File: config.mk
export PLATFORM = sky130hd
export DESIGN_NAME = reg_des_ctrl
export DESIGN_NICKNAME = d
export VERILOG_FILES = /design/src/rtl/reg_des_pkg.sv /design/src/rtl/reg_des.sv /design/src/rtl/reg_des_ctrl.sv
export SDC_FILE = /design/constraint.sdc
export NUM_CORES = 1
export LEC_CHECK = 0
export ABC_AREA = 1
export CORE_ASPECT_RATIO = 1.4
export CORE_UTILIZATION = 52
export CTS_CLUSTER_SIZE = 28
export DETAILED_ROUTE_END_ITERATION = 8
export PLACE_DENSITY = 0.76
export SLEW_MARGIN = 20
export SYNTH_ARGS = -nofsm -noshare
export SYNTH_HDL_FRONTEND = slang
export SYNTH_SLANG_ARGS = --single-unit
File: constraint.sdc
create_clock -name clock -period 2.1 [get_ports clock]
set_input_delay 0.21 -clock clock [delete_from_list [all_inputs] [get_ports clock]]
set_output_delay 0.21 -clock clock [all_outputs]
set_load 0.005 [all_outputs]
File: src/rtl/reg_des_pkg.sv
// Shared types and defaults for the parallel-to-serial controller and its datapath.
package reg_des_pkg;

    localparam int DEF_WIDTH = 8;
    localparam int DEF_DEPTH = 4;

    typedef enum logic [1:0] {
        IDLE  = 2'd0,
        SHIFT = 2'd1,
        FLUSH = 2'd2
    } state_t;

    // Counter width that stays at least one bit even for a single-entry range.
    function automatic int cnt_width(input int n);
        return (n <= 1) ? 1 : $clog2(n);
    endfunction

endpackage

File: src/rtl/reg_des.sv
// Serial shift-register datapath: DEPTH single-bit stages, output taken from the last one.
module reg_des
    import reg_des_pkg::*;
#(
    parameter int DEPTH = DEF_DEPTH
) (
    input  logic clock,
    input  logic reset,
    input  logic data_in,
    output logic data_out
);

    logic [DEPTH-1:0] r_stage;

    // Shift chain; stage 0 takes the fed bit, each later stage takes its predecessor.
    always_ff @(posedge clock) begin
        if (reset) begin
            r_stage <= {DEPTH{1'b0}};
        end else begin
            r_stage[0] <= data_in;
            for (int i = 1; i < DEPTH; i++) begin
                r_stage[i] <= r_stage[i-1];
            end
        end
    end

    assign data_out = r_stage[DEPTH-1];

endmodule

File: src/rtl/reg_des_ctrl.sv
// Parallel-to-serial controller: accepts WIDTH-bit words, feeds them LSB first into a
// DEPTH-stage serial datapath, and tags each bit with valid/last flags that travel alongside.
module reg_des_ctrl
    import reg_des_pkg::*;
#(
    parameter int WIDTH = DEF_WIDTH,
    parameter int DEPTH = DEF_DEPTH
) (
    input  logic             clock,
    input  logic             reset,
    input  logic             in_valid,
    input  logic [WIDTH-1:0] in_data,
    output logic             in_ready,
    output logic             data_out,
    output logic             out_valid,
    output logic             done,
    output logic             busy
);

    localparam int BCW = $clog2(WIDTH);
    localparam int FCW = cnt_width(DEPTH);
    localparam logic [BCW-1:0] BIT_LAST   = BCW'(WIDTH - 1);
    localparam logic [FCW-1:0] FLUSH_LAST = FCW'(DEPTH - 1);

    state_t           r_state;
    state_t           w_state_nxt;
    logic [BCW-1:0]   r_bit_cnt;
    logic [BCW-1:0]   w_bit_cnt_nxt;
    logic [FCW-1:0]   r_flush_cnt;
    logic [FCW-1:0]   w_flush_cnt_nxt;
    logic [WIDTH-1:0] r_word;
    logic [DEPTH-1:0] r_tag_valid;
    logic [DEPTH-1:0] r_tag_last;

    logic w_hs;
    logic w_in_ready;
    logic w_busy;
    logic w_feed_bit;
    logic w_feed_valid;
    logic w_feed_last;
    logic w_ser_out;

    // State, counters and the captured word.
    always_ff @(posedge clock) begin
        if (reset) begin
            r_state     <= IDLE;
            r_bit_cnt   <= {BCW{1'b0}};
            r_flush_cnt <= {FCW{1'b0}};
            r_word      <= {WIDTH{1'b0}};
        end else begin
            r_state     <= w_state_nxt;
            r_bit_cnt   <= w_bit_cnt_nxt;
            r_flush_cnt <= w_flush_cnt_nxt;
            if (w_hs) begin
                r_word <= in_data;
            end else begin
                r_word <= r_word;
            end
        end
    end

    // Next-state and counter updates; counters saturate at their terminal values.
    always_comb begin
        w_state_nxt     = r_state;
        w_bit_cnt_nxt   = r_bit_cnt;
        w_flush_cnt_nxt = r_flush_cnt;
        case (r_state)
            IDLE: begin
                if (w_hs) begin
                    w_state_nxt   = SHIFT;
                    w_bit_cnt_nxt = {BCW{1'b0}};
                end else begin
                    w_state_nxt   = IDLE;
                end
            end
            SHIFT: begin
                if (r_bit_cnt == BIT_LAST) begin
                    if (w_hs) begin
                        w_state_nxt   = SHIFT;
                        w_bit_cnt_nxt = {BCW{1'b0}};
                    end else begin
                        w_state_nxt     = FLUSH;
                        w_flush_cnt_nxt = {FCW{1'b0}};
                    end
                end else begin
                    w_bit_cnt_nxt = r_bit_cnt + BCW'(1);
                end
            end
            FLUSH: begin
                if (w_hs) begin
                    w_state_nxt   = SHIFT;
                    w_bit_cnt_nxt = {BCW{1'b0}};
                end else if (r_flush_cnt == FLUSH_LAST) begin
                    w_state_nxt     = IDLE;
                    w_flush_cnt_nxt = {FCW{1'b0}};
                end else begin
                    w_flush_cnt_nxt = r_flush_cnt + FCW'(1);
                end
            end
            default: begin
                w_state_nxt     = IDLE;
                w_bit_cnt_nxt   = {BCW{1'b0}};
                w_flush_cnt_nxt = {FCW{1'b0}};
            end
        endcase
    end

    // Per-state outputs: readiness and the bit/tags fed into the pipelines.
    always_comb begin
        w_in_ready   = 1'b0;
        w_busy       = 1'b0;
        w_feed_bit   = 1'b0;
        w_feed_valid = 1'b0;
        w_feed_last  = 1'b0;
        case (r_state)
            IDLE: begin
                w_in_ready = 1'b1;
            end
            SHIFT: begin
                w_in_ready   = (r_bit_cnt == BIT_LAST);
                w_busy       = 1'b1;
                w_feed_bit   = r_word[r_bit_cnt];
                w_feed_valid = 1'b1;
                w_feed_last  = (r_bit_cnt == BIT_LAST);
            end
            FLUSH: begin
                w_in_ready = 1'b1;
                w_busy     = 1'b1;
            end
            default: begin
                w_in_ready = 1'b0;
                w_busy     = 1'b0;
            end
        endcase
    end

    assign in_ready = w_in_ready & ~reset;
    assign w_hs     = in_valid & in_ready;
    assign busy     = w_busy;

    // Valid/last tags shift in lockstep with the datapath so they stay aligned with each bit.
    always_ff @(posedge clock) begin
        if (reset) begin
            r_tag_valid <= {DEPTH{1'b0}};
            r_tag_last  <= {DEPTH{1'b0}};
        end else begin
            r_tag_valid[0] <= w_feed_valid;
            r_tag_last[0]  <= w_feed_last;
            for (int i = 1; i < DEPTH; i++) begin
                r_tag_valid[i] <= r_tag_valid[i-1];
                r_tag_last[i]  <= r_tag_last[i-1];
            end
        end
    end

    reg_des #(
        .DEPTH (DEPTH)
    ) u_reg_des (
        .clock    (clock),
        .reset    (reset),
        .data_in  (w_feed_bit),
        .data_out (w_ser_out)
    );

    assign data_out  = w_ser_out;
    assign out_valid = r_tag_valid[DEPTH-1];
    assign done      = r_tag_last[DEPTH-1];

endmodule

==> summary.md <==
## Logic synthesis
• cell area after technology mapping: 1230 um^2
• number of enable flip-flop cells after synthesis: 0
• syn_area_per_cell: 8.34 um^2
• synthesis-stage register bit count: 27
• nets in the synthesized netlist: 166
• area share of the largest cell type after synthesis: 43.8%
• flip-flop cell with the highest count after synthesis: sky130_fd_sc_hd__dfxtp_1
• cell type with the highest aggregate area in the netlist: sky130_fd_sc_hd__dfxtp_1
• Synth cell types: 23
• Gate Count Post-Synth: 148
• async set-or-reset flop fraction in the synthesized netlist: 0%
• top post-synthesis cells by area: sky130_fd_sc_hd__dfxtp_1 (44%), sky130_fd_sc_hd__nor2_1 (7.3%), sky130_fd_sc_hd__ha_1 (7.1%), sky130_fd_sc_hd__inv_1 (6.4%), sky130_fd_sc_hd__a21oi_2 (5.0%)
• leading cell type by number of instances after synthesis: sky130_fd_sc_hd__dfxtp_1
• Syn. warnings: 0
• most used standard cells in the synthesized netlist: sky130_fd_sc_hd__dfxtp_1 (27), sky130_fd_sc_hd__nor2_1 (24), sky130_fd_sc_hd__inv_1 (21)
• sequential element share of the synthesized area: 43.8%

## Critical path
• signal arrival time at the worst endpoint: 1620 ps
• crit path max-delay cell type: sky130_fd_sc_hd__dfxtp_1
• cell-by-cell trace of the critical path: inv_1 > ha_1 > nor2_4 > a21oi_4 > dlygate4sd2_1
• startpoint types: flip-flop
• reg-to-reg critical path endpoint: r_state[0]
• critical path peak fanout: 6
• RR Startpoint: r_state[0]
• count of buffer and inverter cells on the critical path: 2
• cell family with the largest share of critical-path delay: flip-flops
• worst r2r path cells: 9
• required time at the endpoint of the critical path: 1890 ps
• slack of the worst reg-to-reg path: 480 ps
• crit path kind: flip-flop to primary output
• kind of end point of the critical path: primary output
• largest incremental delay on the critical path: 410 ps

## Place
• Buffers on Ports: 15
• RePlAce Congestion: 0.910
• Cell Count Post-Placement: 183
• worst slack after detailed placement: 227 ps
• placed wire-length estimate: 1740 um

## Run
• # Max-Cap Violations: 0

## Route
• antenna violation net count after detailed routing: 0
• drt total wl: 2240 um
• Avg WL per Cell: 12.0 um
• total number of vias: 947
• detail-routed via count per cell: 5.06
• drt pass-1 iters: 4
• DR iter-0 viols: 20
• DRC Markers: 0

## GRT
• first-pass GRT wire length: 3870 um
• via count of the first global-routing pass: 878
• residual overflow from global routing: 0
• global routing usage summed across all routing layers: 20.2%
• number of antenna violations at the first check in global routing: 0
• pin count of the biggest net entering global routing: 18

## Layout
• fraction of layout cells with a size suffix above 1: 17.6%
• Antenna Cells: 0
• count of non-filler cells in the finished layout: 187
• utilization of the core after routing: 64.7%
• area grow syn2layout: 15.4%
• final-stage net count: 184

## Power and ir drop
• power share of the combinational group: 38.8%
• portion of total power attributed to sequential cells: 45.0%
• switch share: 36.9%
• Pwr per Cell Area: 962 nW/um^2
• power spent charging and discharging nets: 0.000506 W
• clock network fraction of design power: 16.2%
• Peak VDD IR: 0.000560 V
• Pleak: 0.573 nW
• internal power consumption: 0.000865 W

## Hold path
• classification of the worst-slack hold path: flip-flop to flip-flop
• cell depth of the worst hold path: 2
• startpoint of the lowest-slack hold path: u_reg_des.r_stage[2]
• terminating pin of the worst hold path: u_reg_des.r_stage[3]

## Floorplan
• overall die width: 43.2 um
• initial core utilization: 56.1%
• Die Outline Area: 2580 um^2
• top-level I/O count: 16
• # rows: 20
• Die Y-Extent: 59.7 um
• area of the placeable core: 2200 um^2

## STA
• unrepaired setup endpoints after global routing: false
• Slew Limit Fails: 0
• final worst-path cycle share: 87.0%
• fin crit period: 1830 ps
• final worst setup slack: 273 ps
• final setup skew: 6.31 ps
• max-slew headroom at the worst pin: 79.6%
• top achievable clock speed: 547 MHz
• count of final hold-check violations: 0
• final-report setup violation count: 0
• Final TNS setup: 0 ps
• transition time of the tightest slew-check pin: 305 ps
• hold_ws: 415 ps

## Clocking
• Sinks on Clock Net: 27
• clock-pin slew of the registers on the worst-case setup and hold paths: 140 ps
• CTS tree: yes
• number of post-CTS setup repair buffers: 0
• htree depth: 1
• Max Root-Sink Buffers: 2
• Skew-Pair Late Insertion Delay: 320 ps
• cts bufs inserted: 3
• Root Buffer: sky130_fd_sc_hd__clkbuf_4

## Run status
• run status: finished, final reports clean

==> metrics by stage <==
step           total power (W)  instance area, um^2
4_1_cts                0.00138                 1430
5_1_grt                0.00148                 1430
3_3_place_gp           0.00114                 1390
2_1_floorplan          0.00103                 1230
3_5_place_dp           0.00117                 1390
6_report               0.00137                 1430
==> state kept, by name, indices dropped and copies added, names as in the netlist <==
| signal | flops |
|---|---|
| r_flush_cnt | 2 |
| r_tag_valid | 4 |
| r_bit_cnt | 3 |
| r_word | 8 |
| u_reg_des.r_stage | 4 |
| r_state | 2 |
| r_tag_last | 4 |
==> layout make-up <==
cell class                 count  area (um^2)
sequential                    27          544
multi-input combinational     95          577
fill                         191          777
clock inverter                 1         5.00
clock buffer                   3         22.5
inverter                      22         85.1
tap                           22         27.5
timing repair buffer          17          164
==> layer usage <==
layer / GRT usage (%) / wire length (um)
met1: 23.2 / 990
met2: 37.3 / 1180
met3: 3.63 / 36
met4: 6.49 / 34
met5: 0 / 0
==> logic make-up (layout without fill, tap and decap cells) <==
logic type | count (synthesis) | after routing | share of synthesized area [%]
AND/OR/NAND/NOR | 62 | 62 | 25.6
flip-flops | 27 | 27 | 43.8
AO/OA/AOI/OAI | 26 | 26 | 13.8
buffers and inverters | 26 | 43 | 9.73
adder cells (fa/ha/maj) | 7 | 7 | 7.09
==> power by group through the flow <==
| stage | logic (W) | clock network (W) | registers [W] |
|---|---|---|---|
| after floorplan | 0.000414 | 0 | 0.000617 |
| after global placement | 0.000518 | 0 | 0.000624 |
| after detailed placement | 0.000539 | 0 | 0.000628 |
| after CTS | 0.000537 | 0.000230 | 0.000617 |
| after global routing | 0.000613 | 0.000241 | 0.000625 |
| final | 0.000532 | 0.000222 | 0.000617 |
==> worst max path at each step <==
stage | startpoint | slack (ps) | cells after the start | end
after floorplan | r_bit_cnt[1] | 690 | 8 | r_bit_cnt[0]
after global placement | reset | 250 | 5 | in_ready
after detailed placement | reset | 230 | 5 | in_ready
after CTS | r_state[0] | 260 | 5 | in_ready
after global routing | r_state[0] | 170 | 5 | in_ready
final | r_state[0] | 270 | 5 | in_ready
==> worst reg2reg max path, stage by stage (launching register included) <==
cell and delay (ps):
sky130_fd_sc_hd__dfxtp_1 410, sky130_fd_sc_hd__inv_1 80, sky130_fd_sc_hd__ha_1 270, sky130_fd_sc_hd__nor2_4 170
sky130_fd_sc_hd__nand2_4 100, sky130_fd_sc_hd__nand3_4 190, sky130_fd_sc_hd__nand2_2 120, sky130_fd_sc_hd__nand3_1 90
sky130_fd_sc_hd__nand2_1 70, sky130_fd_sc_hd__nor2_1 80
==> layout by cell type (no fill, tap or decap), types with 2 or more instances in the layout <==
master / instances
sky130_fd_sc_hd__ha_1: 6
sky130_fd_sc_hd__nor2_1: 24
sky130_fd_sc_hd__a21oi_2: 7
sky130_fd_sc_hd__nand2_2: 7
sky130_fd_sc_hd__nand3_1: 10
sky130_fd_sc_hd__nand2_1: 15
sky130_fd_sc_hd__clkbuf_4: 3
sky130_fd_sc_hd__o21ai_0: 8
sky130_fd_sc_hd__a21oi_1: 9
sky130_fd_sc_hd__dfxtp_1: 26
sky130_fd_sc_hd__buf_4: 2
sky130_fd_sc_hd__inv_1: 21
sky130_fd_sc_hd__clkdlybuf4s50_1: 14
==> what timing repair did <==
| action | CTS | global route |
|---|---|---|
| endpoints found under the hold margin | 0 | 0 |
| hold buffers | 0 | 0 |
| endpoints found under the setup margin | 1 | 0 |
| gates resized for setup | 4 | 0 |
(Power assumes the default switching activity.)
